**src/rtl/fpga_status_led.sv**
```systemverilog
// fpga_status_led: tick prescaler, heartbeat and program exit-code blinker driving per-LED modes
// Ports: clk_i/rst_i clock and async reset; mode_i 2-bit mode per LED (off/on/heartbeat/exit);
// exit_valid_i/exit_value_i program exit flag and value; led_o registered drives;
// tick_o prescaler strobe; exit_done_o value captured; exit_pass_o captured value was zero.
module fpga_status_led #(
  parameter int NUM_LEDS  = 4,
  parameter int TICK_DIV  = 12_500_000,
  parameter int GAP_TICKS = 4
) (
  input  logic                  clk_i,
  input  logic                  rst_i,
  input  logic [2*NUM_LEDS-1:0] mode_i,
  input  logic                  exit_valid_i,
  input  logic [31:0]           exit_value_i,
  output logic [NUM_LEDS-1:0]   led_o,
  output logic                  tick_o,
  output logic                  exit_done_o,
  output logic                  exit_pass_o
);
  localparam int CW = $clog2(TICK_DIV);
  localparam int GW = GAP_TICKS > 1 ? $clog2(GAP_TICKS) : 1;
  localparam logic [CW-1:0] TICK_LAST = CW'(TICK_DIV - 1);
  localparam logic [GW-1:0] GAP_LAST = GW'(GAP_TICKS - 1);
  typedef enum logic [2:0] {IDLE, PASS, ON, OFF, GAP} state_t;
  state_t state, state_n;
  logic [CW-1:0] cnt;
  logic [GW-1:0] gap, gap_n;
  logic [4:0] rem, rem_n;
  logic [31:0] val;
  logic valid_q, hb, capture, pattern;
  logic [NUM_LEDS-1:0] led_n;
  function automatic logic [4:0] burst_len(input logic [31:0] v);
    return v[3:0] == 4'd0 ? 5'd16 : {1'b0, v[3:0]};
  endfunction
  assign tick_o = cnt == TICK_LAST;
  // only the first edge after reset is honoured; exit_done_o doubles as the "already captured" flag
  assign capture = exit_valid_i & ~valid_q & ~exit_done_o;
  assign pattern = state == PASS || state == ON;
  always_ff @(posedge clk_i or posedge rst_i)
    if (rst_i) begin
      cnt         <= '0;
      hb          <= 1'b0;
      valid_q     <= 1'b0;
      val         <= '0;
      exit_done_o <= 1'b0;
      exit_pass_o <= 1'b0;
      state       <= IDLE;
      rem         <= '0;
      gap         <= '0;
      led_o       <= '0;
    end else begin
      cnt         <= tick_o ? '0 : cnt + 1'b1;
      hb          <= hb ^ tick_o;
      valid_q     <= exit_valid_i;
      val         <= capture ? exit_value_i : val;
      exit_done_o <= exit_done_o | capture;
      exit_pass_o <= capture ? exit_value_i == 32'd0 : exit_pass_o;
      state       <= state_n;
      rem         <= rem_n;
      gap         <= gap_n;
      led_o       <= led_n;
    end
  // a capture enters PASS/ON directly from IDLE, so a coincident tick is not consumed
  always_comb begin
    state_n = state;
    rem_n   = rem;
    gap_n   = gap;
    case (state)
      IDLE: if (capture) begin
        state_n = exit_value_i == 32'd0 ? PASS : ON;
        rem_n   = burst_len(exit_value_i);
      end
      ON: if (tick_o) state_n = OFF;
      OFF: if (tick_o) begin
        rem_n   = rem - 5'd1;
        state_n = rem == 5'd1 ? GAP : ON;
        gap_n   = '0;
      end
      GAP: if (tick_o) begin
        state_n = gap == GAP_LAST ? ON : GAP;
        rem_n   = gap == GAP_LAST ? burst_len(val) : rem;
        gap_n   = gap + 1'b1;
      end
      default: state_n = state;
    endcase
  end
  always_comb begin
    led_n = '0;
    for (int k = 0; k < NUM_LEDS; k++)
      led_n[k] = mode_i[2*k+1] ? (mode_i[2*k] ? pattern : hb) : mode_i[2*k];
  end
endmodule

```
**config.mk**
```make
export PLATFORM = sky130hd
export DESIGN_NAME = fpga_status_led
export DESIGN_NICKNAME = d
export VERILOG_FILES = /design/src/rtl/fpga_status_led.sv
export SDC_FILE = /design/constraint.sdc
export NUM_CORES = 1
export LEC_CHECK = 0
export CORE_UTILIZATION = 50
export CTS_BUF_LIST = sky130_fd_sc_hd__clkbuf_8 sky130_fd_sc_hd__clkbuf_16
export CTS_CLUSTER_DIAMETER = 60
export DETAILED_ROUTE_END_ITERATION = 8
export DONT_BUFFER_PORTS = 1
export HOLD_SLACK_MARGIN = 0.02
export PLACE_DENSITY = 0.61
export REMOVE_ABC_BUFFERS = 1
export SLEW_MARGIN = 10
export SYNTH_ARGS = -nofsm -noshare
export SYNTH_HDL_FRONTEND = slang
export SYNTH_SLANG_ARGS = --single-unit
```
**constraint.sdc**
```tcl
create_clock -name clk_i -period 5.9 [get_ports clk_i]
set_clock_uncertainty 0.15 [all_clocks]
set_input_delay 0.59 -clock clk_i [delete_from_list [all_inputs] [get_ports clk_i]]
set_output_delay 0.59 -clock clk_i [all_outputs]
set_load 0.005 [all_outputs]
```
-- Word level (Yosys, flattened, before mapping)
Index checks and enable logic that the tools add are counted.
- bitwise gates (word level): 6
- muxes and demuxes: 27
- reduce and logical (&&, ||, !) cells: 11
- add/subtract/negate cells: 3
- equality and inequality tests: 12
- operators with widths (operator ; number):
    $logic_not A32 Y1 ; 1
    $mux W5 ; 6
    $add A24 B1 Y24 const B ; 1
    $eq A24 B24 Y1 const B ; 1
    $mux W24 ; 1
    $mux W3 ; 6
    $pmux W5 S3 ; 1
    $pmux W3 S4 ; 1
    $ne A2 B2 Y1 const B ; 5
    $reduce_and A5 Y1 ; 2
    $logic_not A4 Y1 ; 2
    $mux W1 ; 8
    $eq A3 B2 Y1 const B ; 2
    $mux W2 ; 3
    $eq A5 B1 Y1 const B ; 1
    $sub A5 B1 Y5 const B ; 1
    $pmux W2 S2 ; 1
    $reduce_bool A4 Y1 ; 1
    $eq A3 B1 Y1 const B ; 1
    $eq A3 B3 Y1 const B ; 1
    $logic_not A3 Y1 ; 1
    $reduce_and A3 Y1 ; 1
    $reduce_bool A3 Y1 ; 1
    $add A2 B1 Y2 const B ; 1
    7 further kinds ; 9
- register bits: 46
- output and inout bits: 7
- input port bits: 43
- word-level logic and storage cells: 69

-- Depth between registers and ports, before layout
- depth in word-level cells: 5
- mapped depth: 7

-- Worst setup path after synthesis
Ideal clock, no wire load.
- path type: flip-flop to output port
- start: register cnt[16]
- end: output tick_o
- path slack: 3.486 ns
- required time: 5.160 ns
- cell stages (with the launch flop): 6
- buffers on the path: 1
- arrival time: 1.674 ns
- cell sequence: dfrtp_1 > nor4_1 > nand4b_1 > or4_4 > clkinv_2 > buf_2
- longest elaborated chain between the ends: 1
- ends and longest elaborated chain (item ; line ; RTL):
    from (decl) ; 26 ; logic [CW-1:0] cnt;
    from (signal assigned) ; 52 ; cnt <= tick_o ? '0 : cnt + 1'b1;
    $eq A24 B24 Y1 ; 35 ; assign tick_o = cnt == TICK_LAST;
    to (decl) ; 16 ; output logic tick_o,
Every way passes these cells.

-- Worst setup path in the final report
Ends and elaborated chain as after synthesis.

==> flow_metrics.py <==
metrics = {
    "worst_setup_path": {
        "cp_slowest_cell": "or4_4",
        "r2r_start": "cnt[16]",
        "r2r-end": "state[2]",
        "critPathMaxStageDelay_ns": 0.67,
        "path_class": "reg -> out",
        "crit_path_cell_trace": "nor4_1 -> nand4b_1 -> or4_4 -> clkinv_2",
        "worst-path-max-fanout": 19,
        "critPathBufInv": 1,
        "crit_required_ns": 5.16,
        "startpoint_type": "flip-flop",
        "cp_top_family": "simple AND/OR/NAND/NOR gates",
        "reg2reg_slack_ns": 3.45,
        "arrival_ns": 2.11,
        "reg2reg_depth": 6,
        "end_kind": "output pin",
    },
    "floorplanning": {
        "die_h_um": 71.3,
        "rows": 24,
        "die_area_sq_mm": 0.00508,
        "start_util": 0.536,
        "top_level_ports": 50,
        "die_x_um": 71.3,
        "core_sq_mm": 0.00447,
    },
    "synth": {
        "ys_seq_area_frac": 0.480,
        "yosysUniqueCellTypes": 48,
        "synth-edff-count": 0,
        "synthArstFlopShare": 1.00,
        "synth_top_cell_area_share": 0.480,
        "syn-cell-area_sq_mm": 0.00240,
        "synth_warnings": 0,
        "avgSynthCellArea_sq_um": 9.83,
        "synth.area.top_cells": "dfrtp_1 48%, xor2_1 4.7%, nor2_1 3.8%",
        "synth-seq-cells": 46,
        "yosysTopAreaCell": "dfrtp_1",
        "synth_cells": 244,
        "ys.flop_type": "dfrtp_1",
    },
    "drt": {
        "route.detailed.drc": 1,
        "wire_per_inst_um": 17.0,
        "drt_first_pass_iters": 6,
        "drt_iter0_drc": 101,
        "routed_via_density": 6.31,
        "routed_wl_mm": 5.08,
        "antenna_left": 0,
        "num_vias": 1888,
    },
    "timing": {
        "finalHoldViolCount": 0,
        "layout_setup_ws_ns": 3.05,
        "setup_tns_ns": 0,
        "finalMaxSlewViolations": 0,
        "worstMarginPinSlew_ns": 0.620,
        "fin_crit_sh": 0.483,
        "relSlewSlack": 0.583,
        "max_freq_ghz": 0.351,
        "layout_min_cycle_time_ns": 2.85,
        "setup_viol": 0,
        "grt_setup_unrepaired": "no",
    },
    "global_routing": {
        "antenna_found_initial": 0,
        "grt_pass1_vias": 1979,
        "grt_max_degree": 41,
        "grt_pass1_wl_mm": 8.89,
        "grt_use_total": 0.222,
        "gr-total-overflow": 0,
    },
    "placed_design": {
        "dp_cells": 290,
        "gp_congestion": 0.889,
        "pre_cts_ws_ns": 3.37,
        "hpwlAfterDp_mm": 3.71,
        "portBuffers": 0,
    },
    "outcome": {
        "status": "finished, violations left",
        "violations": "design-rule violations",
    },
    "worst_hold_path": {
        "hold_path_class": "in -> reg",
        "min_from": "exit_valid_i",
        "min_to": "valid_q",
        "hold_depth": 0,
    },
    "cts": {
        "clk_pin_slew_worst_paths_ns": 0.09,
        "ctsResizeCount": 0,
        "cts_max_path_buffers": 2,
        "cts_root_buffer": "clkbuf_8",
        "cts_tree": "done",
        "cts_buffers": 5,
        "cts_sinks": 46,
        "h-tree-depth": 2,
        "clkLatencyLatePin_ns": 0.29,
    },
    "cells_and_area": {
        "layoutNonFillerInstCount": 299,
        "nets": 293,
        "drive_gt1_frac": 0.0769,
        "layout_common_cells": "46 x dfrtp_1, 24 x nor2_1, 20 x nand2_1",
        "nFillCells": 396,
        "layout_commonest_cell": "dfrtp_1",
        "multi_input_area_sq_mm": 0.00117,
        "syn_to_final_growth_pct": 6.52,
        "diodes": 0,
        "seq_area_sq_mm": 0.00115,
    },
    "power_and_ir_drop": {
        "report.power.total_uw": 575,
        "p_leak_nw": 1.08,
        "p_per_area_mw_per_mm2": 225,
        "peakVddDrop_uv": 150,
    },
    "job": {
        "cap_violations": 0,
    },
}
==> logic make-up (layout without fill, tap and decap cells) <==
| group | count (synthesis) | in the layout | share of synthesized area |
|---|---|---|---|
| AOI/OAI and AO/OA | 47 | 47 | 0.138 |
| xor gates and xnor gates | 21 | 21 | 0.0767 |
| adders and majority gates | 4 | 4 | 0.0209 |
| buffers and inverters | 17 | 20 | 0.0308 |
| DFF | 46 | 46 | 0.480 |
| muxes | 9 | 9 | 0.0402 |
| and+or+nand+nor | 100 | 100 | 0.214 |
==> sequential cells by signal (all words and copies together) (netlist names) <==
| signal | count |
|---|---|
| cnt | 24 |
| exit_done_o | 1 |
| exit_pass_o | 1 |
| gap | 2 |
| hb | 1 |
| led_o | 4 |
| rem | 5 |
| state | 3 |
| val | 4 |
| valid_q | 1 |
==> report_power, final <==
part | internal (mW) | switching, mW | total, mW
combinational | 0.00877 | 0.0114 | 0.0202
clock | 0.125 | 0.102 | 0.227
sequential | 0.322 | 0.00504 | 0.327
total | 0.456 | 0.119 | 0.575
==> repair_timing <==
item / in CTS / in global routing
setup buffers: 0 / 0
hold buffers: 1 / 0
endpoints found under the hold margin: 6 / 0
==> cell usage after synthesis, drive strengths merged, types with 6 or more instances <==
master  count
dfrtp      46
nor4       11
inv         9
nand3      10
nand2      20
xnor2       8
a21oi       9
o21ai      10
a31oi       6
nor3        7
nor2       24
xor2       13
==> how the worst max path moves through the flow <==
stage          slack (ns)  cells past startpoint  endpoint  startpoint
6_report             3.05                      4    tick_o     cnt[16]
3_3_place_gp         3.41                      4    tick_o     cnt[16]
4_1_cts              3.03                      4    tick_o     cnt[16]
5_1_grt              2.90                      4    tick_o     cnt[16]
2_1_floorplan        3.57                      4    tick_o     cnt[16]
3_5_place_dp         3.37                      4    tick_o     cnt[16]
==> routing by layer <==
layer	vias up	GRT usage	share of wire
li1	893	-	-
met1	921	0.263	0.41
met2	66	0.419	0.53
met3	8	0.0464	0.049
met4	0	0.0400	0.0087
met5	-	0	0
==> per-stage QoR <==
stage | hold slack [ns] | util | cell area (sq um)
after global routing | 0.143 | 0.571 | 2550
final | 0.170 | 0.571 | 2550
after floorplan | 0.296 | - | 2360
after CTS | 0.164 | 0.571 | 2550
after global placement | 0.220 | 0.544 | 2440
after detailed placement | 0.233 | 0.544 | 2440
==> final cells by class <==
class                      count  share of cell area
multi-input combinational    181               0.459
inverter                      10              0.0152
clock buffer                   5              0.0269
clock inverter                 3              0.0157
sequential                    46               0.451
timing repair buffer           2             0.00686
tap                           52              0.0255
No activity file was read; power rests on OpenSTA's default activity.
